`src/rtl/writeback_arbiter_pkg.sv`:
```
// Shared types for the writeback arbiter: data word, register address and result source.
package writeback_arbiter_pkg;

  typedef logic [31:0] Word;
  typedef logic [4:0]  RegAddress;

  localparam int unsigned NumRegs = 32;

  typedef enum logic {
    WbAlu = 1'b0,
    WbLsu = 1'b1
  } WbSource;

endpackage

```
`src/rtl/writeback_arbiter_pending_scoreboard.sv`:
```
// Per-register pending-write counters; drives issue_ready and the busy vector for hazard checks.
module pending_scoreboard
  import writeback_arbiter_pkg::*;
#(
  parameter int unsigned COUNT_W = 2
) (
  input  logic               clk,
  input  logic               reset,
  input  logic               issue_valid,
  input  RegAddress          issue_rd,
  output logic               issue_ready,
  input  RegAddress          commit_addr,
  output logic [NumRegs-1:0] busy
);

  localparam logic [COUNT_W-1:0] CountMax = '1;
  localparam logic [COUNT_W-1:0] CountOne = COUNT_W'(1);

  logic [COUNT_W-1:0] count_q [NumRegs];
  logic [COUNT_W-1:0] count_d [NumRegs];
  logic               inc_en;
  logic               dec_en;

  assign dec_en = (commit_addr != '0);

  // A commit to a saturated register frees a slot at the same edge the issue would take it.
  assign issue_ready = (issue_rd == '0) || (count_q[issue_rd] != CountMax) ||
                       (commit_addr == issue_rd);
  assign inc_en = issue_valid && issue_ready && (issue_rd != '0);

  always_comb begin
    for (int i = 0; i < NumRegs; i++) begin
      count_d[i] = count_q[i];
    end
    if (inc_en) begin
      count_d[issue_rd] = count_d[issue_rd] + CountOne;
    end
    if (dec_en && count_q[commit_addr] != '0) begin
      count_d[commit_addr] = count_d[commit_addr] - CountOne;
    end
  end

  always_ff @(posedge clk) begin
    if (reset) begin
      for (int i = 0; i < NumRegs; i++) begin
        count_q[i] <= '0;
      end
    end else begin
      for (int i = 0; i < NumRegs; i++) begin
        count_q[i] <= count_d[i];
      end
    end
  end

  always_comb begin
    busy = '0;
    for (int i = 1; i < NumRegs; i++) begin
      busy[i] = (count_q[i] != '0);
    end
  end

  underflow_chk: assert property (@(posedge clk) disable iff (reset)
      !(dec_en && count_q[commit_addr] == '0))
    else $error("pending_scoreboard: commit to r%0d with no pending write", commit_addr);

endmodule

```
`src/rtl/writeback_arbiter.sv`:
```
// Arbitrates ALU and LSU results onto the register file write port and tracks pending writes.
// WRITEBACK_BYPASS_EN adds a read bypass from the wb register; WRITEBACK_TRACE prints commits.
module writeback_arbiter
  import writeback_arbiter_pkg::*;
#(
  parameter int unsigned COUNT_W = 2
) (
  input  logic               clk,
  input  logic               reset,
  input  logic               issue_valid,
  input  RegAddress          issue_rd,
  output logic               issue_ready,
  input  logic               alu_valid,
  output logic               alu_ready,
  input  RegAddress          alu_rd,
  input  Word                alu_value,
  input  logic               lsu_valid,
  output logic               lsu_ready,
  input  RegAddress          lsu_rd,
  input  Word                lsu_value,
`ifdef WRITEBACK_BYPASS_EN
  input  RegAddress          rs1_addr,
  input  RegAddress          rs2_addr,
  input  Word                rf_out1,
  input  Word                rf_out2,
  output Word                rs1_value,
  output Word                rs2_value,
`endif
  output RegAddress          wb_addr,
  output Word                wb_data,
  output logic [NumRegs-1:0] busy
);

  // Also identifies the source of the entry currently in the wb register.
  WbSource last_grant_q;
  logic    alu_fire;
  logic    lsu_fire;

  // Under contention the source that did not win last time gets the port.
  assign alu_ready = !(lsu_valid && last_grant_q == WbAlu);
  assign lsu_ready = !(alu_valid && last_grant_q == WbLsu);
  assign alu_fire  = alu_valid && alu_ready;
  assign lsu_fire  = lsu_valid && lsu_ready;

  always_ff @(posedge clk) begin
    if (reset) begin
      wb_addr      <= '0;
      wb_data      <= '0;
      last_grant_q <= WbAlu;
    end else if (alu_fire) begin
      wb_addr      <= alu_rd;
      wb_data      <= alu_value;
      last_grant_q <= WbAlu;
    end else if (lsu_fire) begin
      wb_addr      <= lsu_rd;
      wb_data      <= lsu_value;
      last_grant_q <= WbLsu;
    end else begin
      wb_addr      <= '0;
    end
  end

  pending_scoreboard #(
    .COUNT_W (COUNT_W)
  ) u_scoreboard (
    .clk         (clk),
    .reset       (reset),
    .issue_valid (issue_valid),
    .issue_rd    (issue_rd),
    .issue_ready (issue_ready),
    .commit_addr (wb_addr),
    .busy        (busy)
  );

`ifdef WRITEBACK_BYPASS_EN
  // The register file returns the old value on the same edge it writes, so forward wb_data.
  assign rs1_value = (wb_addr != '0 && wb_addr == rs1_addr) ? wb_data : rf_out1;
  assign rs2_value = (wb_addr != '0 && wb_addr == rs2_addr) ? wb_data : rf_out2;
`endif

`ifdef WRITEBACK_TRACE
  always_ff @(posedge clk) begin
    if (!reset && wb_addr != '0) begin
      $display("TRACE wb src=%s rd=%0d value=%08h", last_grant_q.name(), wb_addr, wb_data);
    end
  end
`endif

endmodule

```
`config.mk`:
```
export PLATFORM = sky130hd
export DESIGN_NAME = writeback_arbiter
export DESIGN_NICKNAME = d
export VERILOG_FILES = /design/src/rtl/writeback_arbiter_pkg.sv /design/src/rtl/writeback_arbiter_pending_scoreboard.sv /design/src/rtl/writeback_arbiter.sv
export SDC_FILE = /design/constraint.sdc
export NUM_CORES = 1
export LEC_CHECK = 0
export CAP_MARGIN = 20
export CORE_ASPECT_RATIO = 1.2
export CORE_MARGIN = 1.5
export CORE_UTILIZATION = 59
export DETAILED_ROUTE_END_ITERATION = 7
export DONT_BUFFER_PORTS = 1
export GPL_TIMING_DRIVEN = 0
export PLACE_DENSITY = 0.88
export SYNTH_ARGS = -nofsm -noshare
export SYNTH_HDL_FRONTEND = slang
export SYNTH_SLANG_ARGS = --single-unit
```
`constraint.sdc`:
```
create_clock -name clk -period 5 [get_ports clk]
set_input_delay 0.25 -clock clk [delete_from_list [all_inputs] [get_ports clk]]
set_output_delay 0.25 -clock clk [all_outputs]
set_load 0.02 [all_outputs]
```
==> Word-level counts from Yosys, hierarchy flattened <==
Memories as Yosys holds them, arrays and structs flattened. A register that Yosys moved wholly into a read port is not among the register bits.
Index checks and enable logic that the tools add are counted.
{ "word_totals": {"register_bits": 38, "ram_bits": 64, "inputBits": 84, "output_inout_bits": 72, "wordCells": 151, "n_memories": 1} }
{ "op_classes": {"addsub": 2, "order_cmp": 4, "eq_ne": 2, "n_mux": 54, "n_bitwise": 35, "reduce_logical": 50} }
{ "mem_list": {"columns": ["name", "depth", "width", "rd", "rd_clocked_by_memory_dff", "wr", "line", "source"], "rows": [
  ["u_scoreboard.count_q", 32, 2, 34, 1, 32, "writeback_arbiter_pending_scoreboard.sv:19", "logic [COUNT_W-1:0] count_q [NumRegs];"]
]} }
{ "op_table": {"columns": ["cell", "n"], "rows": [
  ["bitwise mux 64 bit", 2],
  ["two-way mux 64 bit", 2],
  ["two-way mux 2 bit", 38],
  ["nonzero test 2 bit", 33],
  ["two-way mux 32 bit", 2],
  ["bitwise OR 1 bit", 32],
  ["binary-select mux 2 bit (select 5 bit)", 2],
  ["demux 2 bit (select 5 bit)", 2],
  ["two-way mux 5 bit", 3],
  [">= comparator 6 bit (second input constant)", 2],
  ["less-than comparator 6 x 1 -> 1 bit (second input constant)", 2],
  ["NOT 5 -> 6 bit", 2],
  ["nonzero test 5 bit", 2],
  ["logical AND 1 bit", 9],
  ["equality test 5 bit", 1],
  ["zero test 5 bit", 1],
  ["two-way mux 1 bit", 3],
  ["adder 2 x 1 -> 2 bit (second input constant)", 1],
  ["zero test 1 bit", 2],
  ["logical OR 1 bit", 2],
  ["!= test 2 bit (second input constant)", 1],
  ["OR reduction 2 bit", 1],
  ["subtractor 2 x 1 -> 2 bit (second input constant)", 1],
  ["NOT 1 bit", 1]
]} }

==> Longest topological paths before layout <==
{ "depth": {"depth_word": 14, "mapped_depth": 22, "ltp_nobuf": 15} }

==> Modules after synthesis <==
Synthesis repeated with hierarchy kept, for this count alone.
{ "unflattened": {"cells_unflattened": 943, "hier_area_um2": 8305.5} }
{ "modules_own_cells": {"columns": ["module", "instances", "cells_each", "area_each_um2", "seq_area_each_um2"], "rows": [
  ["pending_scoreboard", 1, 732, 6236.0, 1281.2],
  ["writeback_arbiter", 1, 211, 2069.5, 760.7]
]} }

==> Worst setup path before layout <==
No wires, ideal clock.
{ "synth_path": {"path_kind": "in2reg", "from": "in issue_rd[3]", "to": "mem u_scoreboard.count_q[26][1]", "setup_time_ps": 135, "t_arrival_ps": 4645, "required_time_ps": 4865, "setup_slack_ps": 220, "cell_stages": 22, "n_path_buf": 7, "cell_sequence": "buf_2 > or3b_2 > clkbuf_1 > o21ai_0 > nor3_1 > o22a_1 > inv_1 > clkbuf_1 > ha_1 > clkbuf_1 > buf_2 > clkbuf_1 > nor3_1 > a21oi_1 > mux2_2 > a211oi_1 > nand4_1 > a211oi_1 > nand4b_1 > xor2_1 > buf_2 > a211oi_1"} }
{ "synth_lines": {"columns": ["element", "line", "source"], "rows": [
  ["start, declared", "writeback_arbiter.sv:11", "input RegAddress issue_rd,"],
  ["end, declared", "writeback_arbiter_pending_scoreboard.sv:19", null]
]} }

==> flow_summary.toml <==
[global_route]
antenna_found_initial = 1
grt_pass1_wl_um = 54400
grt_max_degree = 20
grt_pass1_vias = 8728
gr-total-overflow = 0
grtUsageTotal_pct = 55.6

[sta]
worst_pin_slew_ns = 1.22
finalMaxSlewViolations = 0
slew_headroom_pct = 18.3
setup_slack_ns = -0.0822
setup_viol = 15
max_freq_mhz = 197
skew_ns = 0.0106
fin_crit_sh_pct = 102
hold_viol = 0
rsz0062_at_grt = "yes"
period_minus_slack_ns = 5.08

[yosys]
avgSynthCellArea_sq_um = 7.84
synth-xor-area-share_pct = 0.767
ys_ff_latch = 102
synthFlopType = "dfxtp_1"
synth-simple-area-share_pct = 27.2
ys_seq_area_share_pct = 26.6
ys_types = 79
async_flop_share_pct = 0
synth_mux_area_share_pct = 16.1
yosys.area_share.adder_pct = 0.163
synth_top_family_by_area = "simple AND/OR/NAND/NOR gates"
syn_nets = 1063
netlist_area_sq_um = 7660
synth_compound_area_share_pct = 23.7
syn_inst = 978
synth_edf_count = 0
yosysWarnings = 0

[clock_network]
htree_num_levels = 3
numCtsBuffers = 9
insertion_delay_ns = 0.37
clock-sinks = 102
cts_max_path_buffers = 2
clk_pin_slew_ns = 0.08
cts_root_buf = "clkbuf_16"
cts_tree = "yes"
ctsHoldBuffers = 0

[critical_path]
cp-end-kind = "register"
reg2reg_depth = 20
ff2ff_setup_slack_ns = -0.07
critPathMaxFanout = 10
cp-start-kind = "input port"
worstPathArrival_ns = 5.35
worstPathRequired_ns = 5.27
path_class = "in2reg"

[drt]
via_count = 9165
dr.pass1.iters = 8
vias_per_cell = 7.72
route.detailed.drc = 8
drtIter0Drc = 1546
wl_um = 38100
wire_per_inst_um = 32.1
ant_nets = 0

[die]
start_util_pct = 60.5
chipHeight_um = 128
core_sq_um = 12700
row_count = 45
die_w_um = 107
die_area_sq_um = 13700
ios = 156

[placed_design]
placed_area_sq_um = 7890
gp_congestion = 1.12
port_buffers = 0
dp_hpwl_um = 26800
dp_cells = 1144

[layout]
finalInstanceArea_sq_um = 8750
final_common_cell = "nor2_1"
final_cell_mix = "nor2_1, dfxtp_1, nand2_1, mux2i_1, a211oi_1"
nets = 1102
drive_gt1_share_pct = 19.7
finalNonFillerCells = 1187
syn_to_final_growth_pct = 14.2

[min_path]
min_path_cells = 2
hold_path_class = "in2reg"

[pwr]
vdd_drop_max_mv = 0.199
pwr_density_cell_nw_per_um2 = 248
cellLeakagePower_nw = 3.02

[outcome]
violations = "DRC, setup timing"
status = "complete, but fails checks"

[job]
cap_violations = 0
==> layer usage <==
layer,wire length [um],global-route usage (%),share of wire [%],vias up
met2,15600,79.4,41,900
met1,12400,61.4,33,4197
met3,6060,26.9,16,314
met5,0,1.50,0,-
li1,-,-,-,3754
met4,3960,46.7,10,0
==> state kept, by name (all words and copies together), names as in the netlist <==
signal                count
last_grant_q              1
u_scoreboard.count_q     64
wb_addr                   5
wb_data                  32
==> synth_stat cells (19+ instances only) <==
| library cell | instances | area share [%] |
|---|---|---|
| a21oi_1 | 42 | 2.7 |
| a211oi_1 | 72 | 7.1 |
| dfxtp_1 | 102 | 27 |
| o21ai_0 | 21 | 1.4 |
| mux2i_1 | 73 | 9.5 |
| or2_2 | 42 | 3.4 |
| clkbuf_1 | 59 | 2.9 |
| nand2_1 | 71 | 3.5 |
| nor3_1 | 65 | 4.2 |
| nand3_1 | 19 | 1.2 |
| nor2_1 | 136 | 6.7 |
==> path summary, 6_finish.rpt <==
| kind | to | start |
|---|---|---|
| worst min register to register | last_grant_q | last_grant_q |
| worst max register to register | u_scoreboard.count_q[15][1] | u_scoreboard.count_q[16][0] |
| worst min-delay path | wb_addr[2] | lsu_rd[2] |
| worst max-delay path | u_scoreboard.count_q[15][1] | issue_rd[1] |
==> critical path: stages <==
cell        delay, ns
buf_4            0.21
buf_4            0.30
mux2i_1          0.31
nor2_1           0.09
nor3_2           0.34
o22a_2           0.30
clkinvlp_4       0.15
buf_12           0.15
ha_4             0.30
clkinvlp_4       0.13
o31ai_4          0.27
buf_4            0.26
a2111oi_1        0.12
buf_1            0.29
a2111oi_1        0.44
o2111ai_1        0.19
a211oi_1         0.21
nand4b_1         0.19
xor2_2           0.22
buf_4            0.18
buf_6            0.14
a311oi_2         0.30
==> kinds of logic after synthesis <==
group                    after synthesis
AND/OR/NAND/NOR                      422
XOR/XNOR                               5
adder cells (fa/ha/maj)                1
other                                  1
flip-flops                           102
AO/OA/AOI/OAI                        250
buffers and inverters                 94
multiplexers                         103
==> repair_timing <==
| action | CTS | global route |
|---|---|---|
| endpoints found under the setup margin | 62 | 62 |
| setup buffers | 13 | 15 |
| pin swaps | 8 | 15 |
| endpoints found under the hold margin | 0 | 0 |
| gates resized for setup | 41 | 47 |
| cloned | 1 | 0 |
==> power breakdown <==
| part | switching (mW) | internal (mW) | leakage [nW] | total, mW |
|---|---|---|---|---|
| Sequential | 0.0573 | 0.840 | 0.836 | 0.897 |
| Combinational | 0.350 | 0.150 | 2.03 | 0.501 |
| Clock | 0.372 | 0.402 | 0.156 | 0.774 |
| Total | 0.779 | 1.39 | 3.02 | 2.17 |
==> per-stage QoR <==
stage | setup TNS, ns | hold slack [ns] | setup slack, ns | utilization, % | power [mW]
after detailed placement | -126.28 | 0.410 | -2.53 | 62.3 | 1.32
after floorplan | 0 | 0.398 | 0.220 | - | 1.17
final | -0.228 | 0.0291 | -0.0822 | 69.1 | 2.17
after CTS | 0 | 0.0353 | 0.00521 | 66.8 | 2.10
after global placement | -134.68 | 0.402 | -2.62 | 62.1 | 1.32
after global routing | -3.56 | 0.0498 | -0.197 | 69.1 | 2.20
==> cell type report <==
class	instances	area [sq um]
Clock inverter	7	90.1
Antenna cell	1	2.50
Buffer	84	423
Tap cell	164	205
Sequential cell	102	2060
Clock buffer	9	225
Inverter	5	26.3
Multi-Input combinational cell	782	5480
Timing Repair Buffer	33	251
Fill cell	1069	3910
No activity file was read; power rests on OpenSTA's default activity.
